**src/rtl/bluetooth_rx.sv**
```systemverilog
// 8N1 UART receiver for the Bluetooth module link, paced by an oversample tick enable.
// Mid-bit sampling of start/data/stop, single-entry holding register with valid/ready handshake.
module bluetooth_rx #(
   parameter int OVERSAMPLE  = 8,
   parameter int DATA_BITS   = 8,
   parameter int SYNC_STAGES = 2
) (
   input  logic                 clk,
   input  logic                 rst_in,
   input  logic                 os_tick,
   input  logic                 rx,
   input  logic                 rx_ready,
   output logic [DATA_BITS-1:0] rx_data,
   output logic                 rx_valid,
   output logic                 frame_err,
   output logic                 overrun,
   output logic                 busy
);

   localparam int TICK_W = (OVERSAMPLE > 2) ? $clog2(OVERSAMPLE) : 1;
   localparam int BIT_W  = (DATA_BITS > 1) ? $clog2(DATA_BITS) : 1;

   localparam logic [TICK_W-1:0] TICK_LAST = TICK_W'(OVERSAMPLE - 1);
   localparam logic [TICK_W-1:0] HALF_LAST = TICK_W'(OVERSAMPLE / 2 - 1);
   localparam logic [BIT_W-1:0]  BIT_LAST  = BIT_W'(DATA_BITS - 1);

   typedef enum logic [2:0] {
      ST_IDLE,
      ST_START,
      ST_DATA,
      ST_STOP,
      ST_BREAK
   } state_t;

   state_t                 state;
   logic [SYNC_STAGES-1:0] sync;
   logic                   rxs;
   logic [TICK_W-1:0]      tick_cnt;
   logic [BIT_W-1:0]       bit_cnt;
   logic [DATA_BITS-1:0]   shreg;

   // Input synchronizer: resets to the idle (high) line level.
   always_ff @(posedge clk or posedge rst_in) begin
      if (rst_in) begin
         sync <= '1;
      end else begin
         sync <= {sync[SYNC_STAGES-2:0], rx};
      end
   end

   assign rxs = sync[SYNC_STAGES-1];

   always_ff @(posedge clk or posedge rst_in) begin
      if (rst_in) begin
         state     <= ST_IDLE;
         tick_cnt  <= '0;
         bit_cnt   <= '0;
         shreg     <= '0;
         rx_data   <= '0;
         rx_valid  <= 1'b0;
         frame_err <= 1'b0;
         overrun   <= 1'b0;
         busy      <= 1'b0;
      end else begin
         frame_err <= 1'b0;
         overrun   <= 1'b0;

         // Consume; a completion later in this block overrides it.
         if (rx_valid && rx_ready) begin
            rx_valid <= 1'b0;
         end

         if (os_tick) begin
            case (state)
               ST_IDLE: begin
                  if (!rxs) begin
                     state    <= ST_START;
                     busy     <= 1'b1;
                     tick_cnt <= '0;
                  end
               end

               ST_START: begin
                  if (tick_cnt == HALF_LAST) begin
                     if (rxs) begin
                        state <= ST_IDLE;
                        busy  <= 1'b0;
                     end else begin
                        state    <= ST_DATA;
                        tick_cnt <= '0;
                        bit_cnt  <= '0;
                     end
                  end else begin
                     tick_cnt <= tick_cnt + 1'b1;
                  end
               end

               ST_DATA: begin
                  if (tick_cnt == TICK_LAST) begin
                     shreg    <= {rxs, shreg[DATA_BITS-1:1]};
                     tick_cnt <= '0;
                     bit_cnt  <= bit_cnt + 1'b1;
                     if (bit_cnt == BIT_LAST) begin
                        state <= ST_STOP;
                     end
                  end else begin
                     tick_cnt <= tick_cnt + 1'b1;
                  end
               end

               ST_STOP: begin
                  if (tick_cnt == TICK_LAST) begin
                     tick_cnt <= '0;
                     if (rxs) begin
                        state <= ST_IDLE;
                        busy  <= 1'b0;
                        if (!rx_valid || rx_ready) begin
                           rx_data  <= shreg;
                           rx_valid <= 1'b1;
                        end else begin
                           overrun <= 1'b1;
                        end
                     end else begin
                        frame_err <= 1'b1;
                        state     <= ST_BREAK;
                     end
                  end else begin
                     tick_cnt <= tick_cnt + 1'b1;
                  end
               end

               // Held-low line: wait for it to return high before hunting for a new start bit.
               ST_BREAK: begin
                  if (rxs) begin
                     state <= ST_IDLE;
                     busy  <= 1'b0;
                  end
               end

               default: begin
                  state <= ST_IDLE;
                  busy  <= 1'b0;
               end
            endcase
         end
      end
   end

endmodule

```
**config.mk**
```make
export PLATFORM = sky130hd
export DESIGN_NAME = bluetooth_rx
export DESIGN_NICKNAME = d
export VERILOG_FILES = /design/src/rtl/bluetooth_rx.sv
export SDC_FILE = /design/constraint.sdc
export NUM_CORES = 1
export LEC_CHECK = 0
export CORE_MARGIN = 5
export CORE_UTILIZATION = 48
export DETAILED_ROUTE_END_ITERATION = 10
export GPL_TIMING_DRIVEN = 0
export PLACE_DENSITY = 0.73
export RECOVER_POWER = 50
export SLEW_MARGIN = 20
export SYNTH_ARGS = -nofsm -noshare
export SYNTH_HDL_FRONTEND = slang
export SYNTH_SLANG_ARGS = --single-unit
```
**constraint.sdc**
```tcl
create_clock -name clk -period 2.05 [get_ports clk]
set_clock_uncertainty 0.2 [all_clocks]
set_input_delay 0.205 -clock clk [delete_from_list [all_inputs] [get_ports clk]]
set_output_delay 0.205 -clock clk [all_outputs]
set_load 0.01 [all_outputs]
```
* After elaboration in Yosys (flattened, before gate mapping) *
Index checks and enable logic that the tools add are counted.

word-level totals
  register bits after elaboration = 31
  output and inout bits = 12

cells by class
  $add $sub $neg = 2
  equal/unequal tests = 14
  multiplexer cells = 37
  bitwise gates (word level) = 1
  reduce and logical (&&, ||, !) cells = 13

operators by type and width
  kind                                                  number
  two-way mux 3 bit                                     13
  two-way mux 1 bit                                     19
  case mux 3 bit (5 select lines)                       1
  AND reduction 5 bit                                   3
  != test 2 bit (second input constant)                 7
  equality test 3 x 2 -> 1 bit (second input constant)  3
  equality test 3 bit (second input constant)           3
  case mux 3 bit (3 select lines)                       1
  AND reduction 7 bit                                   1
  adder 3 x 1 -> 3 bit (second input constant)          2
  case mux 3 bit (2 select lines)                       1
  case mux 1 bit (5 select lines)                       1
  equality test 3 x 1 -> 1 bit (second input constant)  1
  logical NOT 3 bit                                     1
  AND reduction 3 bit                                   1
  nonzero test 3 bit                                    1
  two-way mux 2 bit                                     1
  AND reduction 2 bit                                   1
  nonzero test 2 bit                                    1
  OR reduction 2 bit                                    1
  logical AND 1 bit                                     1
  logical NOT 1 bit                                     1
  logical OR 1 bit                                      1
  NOT 1 bit                                             1

* Longest topological paths before layout *
Gate-level depths: netlist of the first run.

  depth after elaboration = 7
  gate-level depth with buffers = 7
  depth with buffers taken out = 6

* Least setup slack after synthesis of the first run *
OpenSTA, ideal clock, no wires.

  path type = register to register
  from = register tick_cnt[0]
  to = register rx_data[0]
  setup time = 0.125 ns
  arrival time = 1.701 ns
  data required time = 1.725 ns
  slack = 0.024 ns
  cell stages (with the launch flop) = 8
  path buffers = 1
  clock period less this slack = 2.026 ns
  cells stage by stage = dfrtp_1 ha_1 ha_1 nand4_1 or3_4 nor2b_4 buf_6 mux2_4

on the way
  cells in the longest elaborated chain, start to end = 2

ends and longest elaborated chain
  what                           RTL line  source
  start: declaration             38        logic [TICK_W-1:0] tick_cnt;
  start signal: assignment       94        tick_cnt <= tick_cnt + 1'b1;
  start signal: assignment       107       tick_cnt <= tick_cnt + 1'b1;
  start signal: assignment       128       tick_cnt <= tick_cnt + 1'b1;
  equality test 3 bit            112       if (tick_cnt == TICK_LAST) begin
  AND reduction 5 bit (no line)  n/a
  end signal: assignment         118       rx_data <= shreg;
  end: declaration               13        output logic [DATA_BITS-1:0] rx_data,

No other way between the ends.
A chain may end at the register's enable or synchronous reset.

* Worst setup path in the final report of the first run *
  from = register tick_cnt[1]
  to = register rx_data[5]

Same word-level chain as after synthesis.

==> results.json, run 1 <==
{
  "drive_gt1_share_pct": 26.7,
  "layout_min_cycle_time_ps": 2080,
  "remaining_drc_errors": 0,
  "fin_nets": 144,
  "maxCapViolCount": 0,
  "r2r_cells": 7,
  "stdcell_area_um2": 1740,
  "ir_worst_vdd_v": 0.000691,
  "timing.rr.end": "rx_data[5]$_DFFE_PP0P_",
  "vias_per_cell": 5.39,
  "synthDistinctLibCells": 30,
  "worstSetupPathType": "reg2reg",
  "dieArea_um2": 4050,
  "cts_hold_buf": 0,
  "dr.pass1.iters": 4,
  "synthSimpleGateAreaFrac_pct": 9.97,
  "syn_area_um2": 1380,
  "cts_tree": "done",
  "place.gp.congestion": 0.780,
  "drt-total-wl_mm": 2.51,
  "rsz0062_at_grt": "yes",
  "syn_inst": 105,
  "hpwl_mm": 1.65,
  "grt_pass1_vias": 916,
  "ys_ff_latch": 31,
  "p_total_mw": 1.48,
  "min_from": "sync[0]$_DFF_PP1_",
  "vias": 894,
  "clock_latency_ps": 350,
  "cts_max_path_buffers": 2,
  "critPathRequiredTime_ps": 2090,
  "overflow": 0,
  "cts_buffers": 5,
  "holdPathStages": 0,
  "syn_area_per_cell_um2": 13.1,
  "insertedDiodeCount": 0,
  "cp-end-kind": "flop",
  "startpoint_type": "flop",
  "worst_slew_pin_slew_ps": 1140,
  "drt_iter0_markers": 27,
  "area_delta_synth_final_pct": 26.2,
  "hold_end": "sync[1]$_DFF_PP1_",
  "violations": "setup timing",
  "ios": 17,
  "setup_ws_ps": -31.2,
  "detail-route-antenna-nets": 0,
  "die_w_um": 63.6,
  "crit_fanout": 8,
  "cts_sinks": 31,
  "total_leakage_power_nw": 0.868,
  "worstPathArrival_ps": 2120,
  "place_area_um2": 1580,
  "floorplan.rows": 19,
  "cts-root-buf": "clkbuf_4",
  "synth_top_family_by_area": "multiplexers",
  "start_util_pct": 50.0,
  "outcome": "complete, but fails checks",
  "wl_per_cell_um": 15.1,
  "p_per_area_nw_per_um2": 852,
  "setup_violations": 8,
  "clkTransAtPathRegs_ps": 100,
  "synth_compound_area_share_pct": 9.07,
  "die_h_um": 63.6,
  "post-route-period-util_pct": 102,
  "synthesis.nets": 115,
  "layout_common_cells": "dfrtp_1 (29), clkdlybuf4s50_1 (14), buf_4 (8), mux2_4 (8), mux2_1 (7)",
  "r2r_slack_ps": -30,
  "relSlewSlack_pct": 24.1,
  "grt_start_max_net_pins": 32,
  "grt_usage_pct": 14.1,
  "synthMuxAreaShare_pct": 16.0,
  "synth_fa_ha_area_share_pct": 4.53,
  "worstReg2RegStart": "tick_cnt[1]$_DFFE_PP0P_",
  "layout_commonest_cell": "dfrtp_1",
  "synth-seq-area-share_pct": 56.4,
  "finalHoldViolations": 0,
  "hold_class": "reg2reg",
  "synth_xor_area_share_pct": 0,
  "grt_pass1_wl_mm": 4.34,
  "core-area_um2": 2760,
  "drv_slew": 0,
  "yosysWarningCount": 0,
  "io_buffers": 16,
  "antenna_found_initial": 0,
  "htree_num_levels": 2,
  "fmax_mhz": 481
}
flip-flops by register name (all words and copies together), names as in the netlist:
register,cells
frame_err,1
tick_cnt,3
rx_data,8
shreg,8
sync,2
bit_cnt,3
state,3
busy,1
overrun,1
rx_valid,1
final cells by class:
type | instances | area (um^2)
Buffer | 5 | 40.0
Clock buffer | 6 | 51.3
Clock inverter | 2 | 35.0
Fill cell | 225 | 1020
Inverter | 5 | 18.8
Multi-Input combinational cell | 64 | 574
Sequential cell | 31 | 778
Tap cell | 31 | 38.8
Timing Repair Buffer | 22 | 205
worst max-delay path, stage by stage, from the launching register on:
cell	delay, ps
dfrtp_1	410
ha_4	170
ha_4	140
nand4_1	100
or3_4	370
nor2b_4	130
buf_8	150
mux2_4	300
through the flow:
| step | worst slack, ps | TNS (ps) | hold slack [ps] | std cells | util, % |
|---|---|---|---|---|---|
| final | -31.2 | -191 | 160 | 166 | 63.2 |
| after global routing | -104 | -916 | 164 | 166 | 63.2 |
| after CTS | -88.0 | -654 | 53.7 | 164 | 62.5 |
| after detailed placement | -235 | -3160 | 148 | 152 | 57.3 |
| after global placement | -187 | -2540 | 146 | 152 | 57.3 |
| after floorplan | 24.0 | 0 | 9.48 | 105 | - |
cell families after synthesis:
group,count (synthesis)
AOI/OAI and AO/OA,18
adders and majority gates,5
buffers and inverters,10
DFF,31
muxes,17
and+or+nand+nor,24
report_power, final:
part / internal, mW / leakage (nW) / total [mW] / switching [mW]
registers: 0.659 / 0.417 / 0.696 / 0.0369
clock network: 0.288 / 0.0482 / 0.509 / 0.221
logic: 0.139 / 0.402 / 0.280 / 0.140
total: 1.09 / 0.868 / 1.48 / 0.398
cell usage after synthesis (all sizes together):
master	number	area, um^2
dfrtp	29	726
mux2	17	221
a22oi	1	7.51
o21ai	5	25.0
or3	1	11.3
ha	5	62.6
a21oi	2	10.0
o31ai	4	30.0
and2	1	6.26
inv	5	18.8
buf	5	36.3
nor2	4	15.0
nor3	1	5.00
nand4	2	12.5
nor2b	5	38.8
or2b	1	7.51
a32o	1	10.0
o41ai	2	17.5
nand2	6	22.5
a22o	2	17.5
nand2b	2	12.5
and3	1	6.26
a21o	1	7.51
dfstp	2	52.6
metal layers:
metal	wire [um]	global-route usage, %	vias up
met5	0	0	-
met2	1210	21.8	22
li1	-	-	427
met3	136	6.57	7
met1	1080	16.7	438
met4	76	6.23	0
worst max path at each step:
stage | from | end | slack [ps] | cells after the start
after floorplan | tick_cnt[0]$_DFFE_PP0P_ | rx_data[0]$_DFFE_PP0P_ | 20 | 7
after detailed placement | os_tick | shreg[3]$_DFFE_PP0P_ | -240 | 5
final | tick_cnt[1]$_DFFE_PP0P_ | rx_data[5]$_DFFE_PP0P_ | -30 | 7
after global placement | os_tick | shreg[5]$_DFFE_PP0P_ | -190 | 5
after global routing | tick_cnt[1]$_DFFE_PP0P_ | rx_data[4]$_DFFE_PP0P_ | -100 | 7
after CTS | tick_cnt[1]$_DFFE_PP0P_ | rx_data[0]$_DFFE_PP0P_ | -90 | 7
what timing repair did:
action | CTS | global route
setup endpoints to repair | 15 | 18
pin swaps | 3 | 2
resized for setup | 5 | 1
endpoints found under the hold margin | 0 | 0
setup buffers | 4 | 2
No activity file was read; power rests on OpenSTA's default activity.
==> run 2: changes to the inputs <==
Settings changed: CORE_MARGIN 5 to 3.
==> run 2 against run 1 <==
- the run still ends with setup timing left
- die area down 12%
- clock power down 20%
- sequential cell count unchanged
- worst setup slack worse by 0.69 ps
- maximum frequency about the same
- combinational power about the same
- critical path depth unchanged
- global-route usage up 2.3 points
- first-iteration DRC count down 63%
- cell count down 0.60%
==> results.json, run 2 (same netlist as run 1, synthesis figures left out) <==
{
  "outcome": "complete, but fails checks",
  "violations": "setup timing",
  "fin_nets": 144,
  "worstPathArrival_ps": 2110,
  "remaining_drc_errors": 0,
  "drt-total-wl_mm": 2.56,
  "clock_latency_ps": 340,
  "dr.pass1.iters": 4,
  "setup_violations": 8,
  "layout_min_cycle_time_ps": 2080,
  "core-area_um2": 2610,
  "floorplan.rows": 18,
  "htree_num_levels": 2,
  "start_util_pct": 52.8,
  "cp-end-kind": "flop",
  "biggestRegsByFlops": "rx_data x8, shreg x8",
  "ios": 17,
  "cts_sinks": 31,
  "layout_commonest_cell": "dfrtp_1",
  "finalHoldViolations": 0,
  "cts-root-buf": "clkbuf_4",
  "worstSetupPathType": "reg2reg",
  "antenna_found_initial": 0,
  "hold_class": "reg2reg",
  "hpwl_mm": 1.77,
  "dieArea_um2": 3550,
  "vias_per_cell": 5.37,
  "area_delta_synth_final_pct": 25.0,
  "p_per_area_nw_per_um2": 801,
  "crit_fanout": 8,
  "cts_tree": "done",
  "layout_common_cells": "dfrtp_1 (29), clkdlybuf4s50_1 (14), buf_4 (8), mux2_4 (8), mux2_1 (7)",
  "post-route-period-util_pct": 102,
  "critPathRequiredTime_ps": 2070,
  "cts_buffers": 5,
  "grt_pass1_vias": 902,
  "fill_cells": 200,
  "detail-route-antenna-nets": 0,
  "die_w_um": 59.6,
  "grt_start_max_net_pins": 32,
  "clkTransAtPathRegs_ps": 90,
  "p_total_mw": 1.38,
  "fmax_mhz": 480,
  "insertedDiodeCount": 0,
  "grt_pass1_wl_mm": 4.20,
  "cts_max_path_buffers": 2,
  "worst_slew_pin_slew_ps": 1120,
  "ir_worst_vdd_v": 0.000725,
  "drive_gt1_share_pct": 26.7,
  "maxCapViolCount": 0,
  "vias": 886,
  "drt_iter0_markers": 10,
  "grt_usage_pct": 16.4,
  "drv_slew": 0,
  "setup_ws_ps": -31.8,
  "startpoint_type": "flop",
  "relSlewSlack_pct": 25.3,
  "die_h_um": 59.6,
  "post-route-util_pct": 66.0,
  "wl_per_cell_um": 15.5,
  "place.gp.congestion": 0.793,
  "io_buffers": 16,
  "total_leakage_power_nw": 0.857,
  "overflow": 0,
  "rsz0062_at_grt": "yes"
}
## run 2: changes by cell type in the layout (fill, tap and decap cells not counted), sizes merged
cell / delta
clkinv: -1
bufinv: -1
clkbuf: +2
## run 2: layout make-up
cell class / count / area (um^2) / share of cell area (%)
inverter: 5 / 18.8 / 1.09
timing repair buffer: 22 / 205 / 11.9
buffer: 5 / 40.0 / 2.32
clock buffer: 8 / 68.8 / 3.99
tap: 30 / 37.5 / 2.18
sequential: 31 / 778 / 45.1
multi-input combinational: 64 / 577 / 33.4
## run 2: final timing paths
kind / cells past startpoint / end / from / slack [ps]
setup reg to reg: 7 / rx_data[0]$_DFFE_PP0P_ / tick_cnt[1]$_DFFE_PP0P_ / -30
setup / recovery: 7 / rx_data[0]$_DFFE_PP0P_ / tick_cnt[1]$_DFFE_PP0P_ / -30
max in group asynchronous: 2 / tick_cnt[2]$_DFFE_PP0P_ / rst_in / 590
hold / removal: 0 / sync[1]$_DFF_PP1_ / sync[0]$_DFF_PP1_ / 160
hold reg to reg: 0 / sync[1]$_DFF_PP1_ / sync[0]$_DFF_PP1_ / 160
min in group asynchronous: 2 / rx_data[1]$_DFFE_PP0P_ / rst_in / 380
## run 2: critical path, cell delays in order, from the launching register on
cell and delay [ps]:
dfrtp_1 400, ha_4 160, ha_4 140, nand4_1 110, or3_4 370, nor2b_4 130, buf_8 150, mux2_4 310
## run 2: layer usage
metal	wire [um]	track usage, %	up-vias
li1	-	-	431
met1	1110	20.2	438
met2	1310	26.7	13
met3	110	6.54	4
met4	32	4.75	0
met5	0	0	-
## run 2: per-stage QoR
| stage | hold slack, ps | cell area [um^2] | cells | TNS [ps] | setup WS (ps) |
|---|---|---|---|---|---|
| 6_report | 161 | 1730 | 165 | -176 | -31.8 |
| 5_1_grt | 173 | 1730 | 165 | -754 | -85.5 |
| 4_1_cts | 60.5 | 1710 | 164 | -400 | -56.5 |
| 3_5_place_dp | 149 | 1580 | 151 | -3400 | -250 |
| 3_3_place_gp | 146 | 1580 | 151 | -2580 | -193 |
| 2_1_floorplan | 9.48 | 1380 | 105 | 0 | 24.0 |
## run 2: power by group
group          leakage [nW]  switching, mW  internal (mW)  total (mW)
Sequential            0.417         0.0351          0.659       0.694
Combinational         0.401          0.141          0.139       0.279
Clock                0.0386          0.207          0.202       0.409
Total                 0.857          0.383          0.999        1.38
## run 2: what timing repair did
item,CTS,global route
hold buffers,0,0
resized for setup,5,2
setup buffers,5,1
pin swaps,3,1
endpoints found under the setup margin,15,18
gates cloned,0,0
==> run 3: changes to the inputs <==
Settings changed: ABC_AREA from default to 1, CORE_UTILIZATION 48 to 49.
==> run 3 against run 2 <==
- the run now ends clean
- sequential cell count is the same
- utilization is 4.3 points lower
- non-clock buffer count down 6
- die area is 2.7% higher
- synthesized cell count increased by 58%
- critical path type unchanged
- critical endpoint is now rx_data[7]$_DFFE_PP0P_
- largest power group unchanged
==> results.json, run 3 <==
{
  "synth-seq-area-share_pct": 53.6,
  "hold_class": "reg2reg",
  "outcome": "finished, final reports clean",
  "layout_min_cycle_time_ps": 1890,
  "synth_top_area_share_pct": 50.0,
  "startpoint_type": "flop",
  "worst_slew_pin_slew_ps": 1130,
  "floorplan.rows": 19,
  "die_h_um": 60.4,
  "cts_sinks": 31,
  "post-route-period-util_pct": 92.0,
  "drt-total-wl_mm": 2.57,
  "tns_ps": 0,
  "detail-route-antenna-nets": 0,
  "cp-end-kind": "flop",
  "cts_max_path_buffers": 2,
  "io_buffers": 16,
  "cts_buffers": 5,
  "grt_usage_pct": 15.9,
  "yosys_most_used_dff": "dfrtp_1",
  "ys_top_cells_by_count": "nand2_1 (56), dfrtp_1 (29), inv_1 (22), nor2_1 (12), o21ai_0 (11)",
  "p_total_mw": 1.55,
  "grt_start_max_net_pins": 32,
  "worstSetupPathType": "reg2reg",
  "area_delta_synth_final_pct": 18.4,
  "layout_common_cells": "nand2_1 (55), dfrtp_1 (29), inv_1 (22)",
  "clkTransAtPathRegs_ps": 80,
  "path_delay_family": "simple AND/OR/NAND/NOR gates",
  "ir_worst_vdd_v": 0.000640,
  "dieArea_um2": 3650,
  "holdWs_ps": 165,
  "synth_edf_count": 0,
  "die_w_um": 60.4,
  "htree_num_levels": 2,
  "crit_top_cell": "ha_1",
  "syn_inst": 166,
  "synthArstFlopShare_pct": 100,
  "relSlewSlack_pct": 24.5,
  "antenna_found_initial": 0,
  "worstPathArrival_ps": 1910,
  "path_buf_inv": 2,
  "slowest_delay_ps": 380,
  "finalHoldViolations": 0,
  "drv_slew": 0,
  "cp_slowest_cell": "dfrtp_1",
  "synthDistinctLibCells": 18,
  "setup_ws_ps": 164,
  "cts-root-buf": "clkbuf_4",
  "vias": 1107,
  "post-route-util_pct": 61.8,
  "rsz0062_at_grt": "no",
  "core-area_um2": 2780,
  "yosysWarningCount": 0,
  "ys_ff_latch": 31,
  "ios": 17,
  "biggestRegsByFlops": "rx_data x8, shreg x8",
  "overflow": 0,
  "syn_area_um2": 1450,
  "dr.pass1.iters": 4,
  "path_cells": "ha_1 > ha_1 > nand2_2 > inv_1 > nand3_2 > nor2_4 > buf_6 > nand2_1 > o21a_1",
  "yosysTopAreaCell": "dfrtp_1",
  "crit_fanout": 10,
  "layout_commonest_cell": "nand2_1",
  "grt_pass1_wl_mm": 4.21,
  "drive_gt1_share_pct": 10.9,
  "ys_top_cells_by_area": "dfrtp_1 (50%), nand2_1 (14%), inv_1 (5.7%)",
  "wl_per_cell_um": 11.5,
  "cts_tree": "done",
  "remaining_drc_errors": 0,
  "fmax_mhz": 530,
  "drt_iter0_markers": 28,
  "total_leakage_power_nw": 0.912,
  "setup_violations": 0,
  "p_per_area_nw_per_um2": 903,
  "maxCapViolCount": 0,
  "place_ws_ps": 132,
  "vias_per_cell": 4.96,
  "synthesis.nets": 176,
  "grt_pass1_vias": 1034,
  "hpwl_mm": 1.84,
  "start_util_pct": 52.2,
  "fin_nets": 201,
  "clock_latency_ps": 330,
  "syn_area_per_cell_um2": 8.74,
  "place.gp.congestion": 0.928,
  "cts_hold_buf": 0,
  "critPathRequiredTime_ps": 2070,
  "yosysMostFrequentCell": "nand2_1",
  "insertedDiodeCount": 0
}
## run 3: changes by cell type in the layout (fill, tap and decap cells not counted), moves of 3 or more
cell	before	now
buf_4	8	3
inv_1	5	22
mux2_1	7	0
mux2_4	8	0
nand2_1	6	55
nand3_1	0	9
nor2_1	4	12
nor2_4	0	3
o21a_1	0	8
o21ai_0	3	11
o31ai_1	4	0
## run 3: cell families after synthesis
| family | after synthesis | share of synthesized area (%) |
|---|---|---|
| AO/OA/AOI/OAI | 20 | 8.53 |
| buffers and inverters | 25 | 7.93 |
| adder cells (fa/ha/maj) | 5 | 4.31 |
| AND/OR/NAND/NOR | 85 | 25.6 |
| flip-flops | 31 | 53.6 |
## run 3: metrics by stage
stage	cells	area [um^2]
floorplan	166	1450
global placement	213	1650
detailed placement	213	1650
CTS	221	1700
global route	223	1720
finish	223	1720
## run 3: power by group
| group | switching, mW | internal (mW) | leakage, nW |
|---|---|---|---|
| Sequential | 0.0619 | 0.694 | 0.383 |
| Clock | 0.195 | 0.133 | 0.0293 |
| Combinational | 0.281 | 0.185 | 0.499 |
## run 3: worst paths after layout
check | from | end | slack [ps] | cells after the start
setup / recovery | tick_cnt[0]$_DFFE_PP0P_ | rx_data[7]$_DFFE_PP0P_ | 160 | 9
hold reg to reg | sync[0]$_DFF_PP1_ | sync[1]$_DFF_PP1_ | 170 | 0
setup reg to reg | tick_cnt[0]$_DFFE_PP0P_ | rx_data[7]$_DFFE_PP0P_ | 160 | 9
max in group asynchronous | rst_in | tick_cnt[1]$_DFFE_PP0P_ | 570 | 2
min in group asynchronous | rst_in | rx_data[2]$_DFFE_PP0P_ | 400 | 2
hold / removal | sync[0]$_DFF_PP1_ | sync[1]$_DFF_PP1_ | 170 | 0
## run 3: area by class of cell
cell class | count | area, um^2
plain buffers | 3 | 32.5
clock buffers | 7 | 45.0
clock inverters | 1 | 5.00
fillers | 241 | 1060
inverters | 22 | 82.6
multi-input cells | 110 | 561
flip-flops and latches | 31 | 778
well taps | 31 | 38.8
repair buffers | 18 | 175
## run 3: what timing repair did
| item | in CTS | in global routing |
|---|---|---|
| setup buffers | 0 | 2 |
| setup endpoints to repair | 0 | 2 |
| resized for setup | 0 | 1 |
## run 3: metal layers
layer / up-vias / track usage [%] / share of wire [%]
met5: - / 0 / 0
met4: 0 / 10.5 / 2.5
met3: 8 / 4.68 / 5.5
met2: 27 / 25.9 / 48
met1: 502 / 18.0 / 44
li1: 570 / - / -
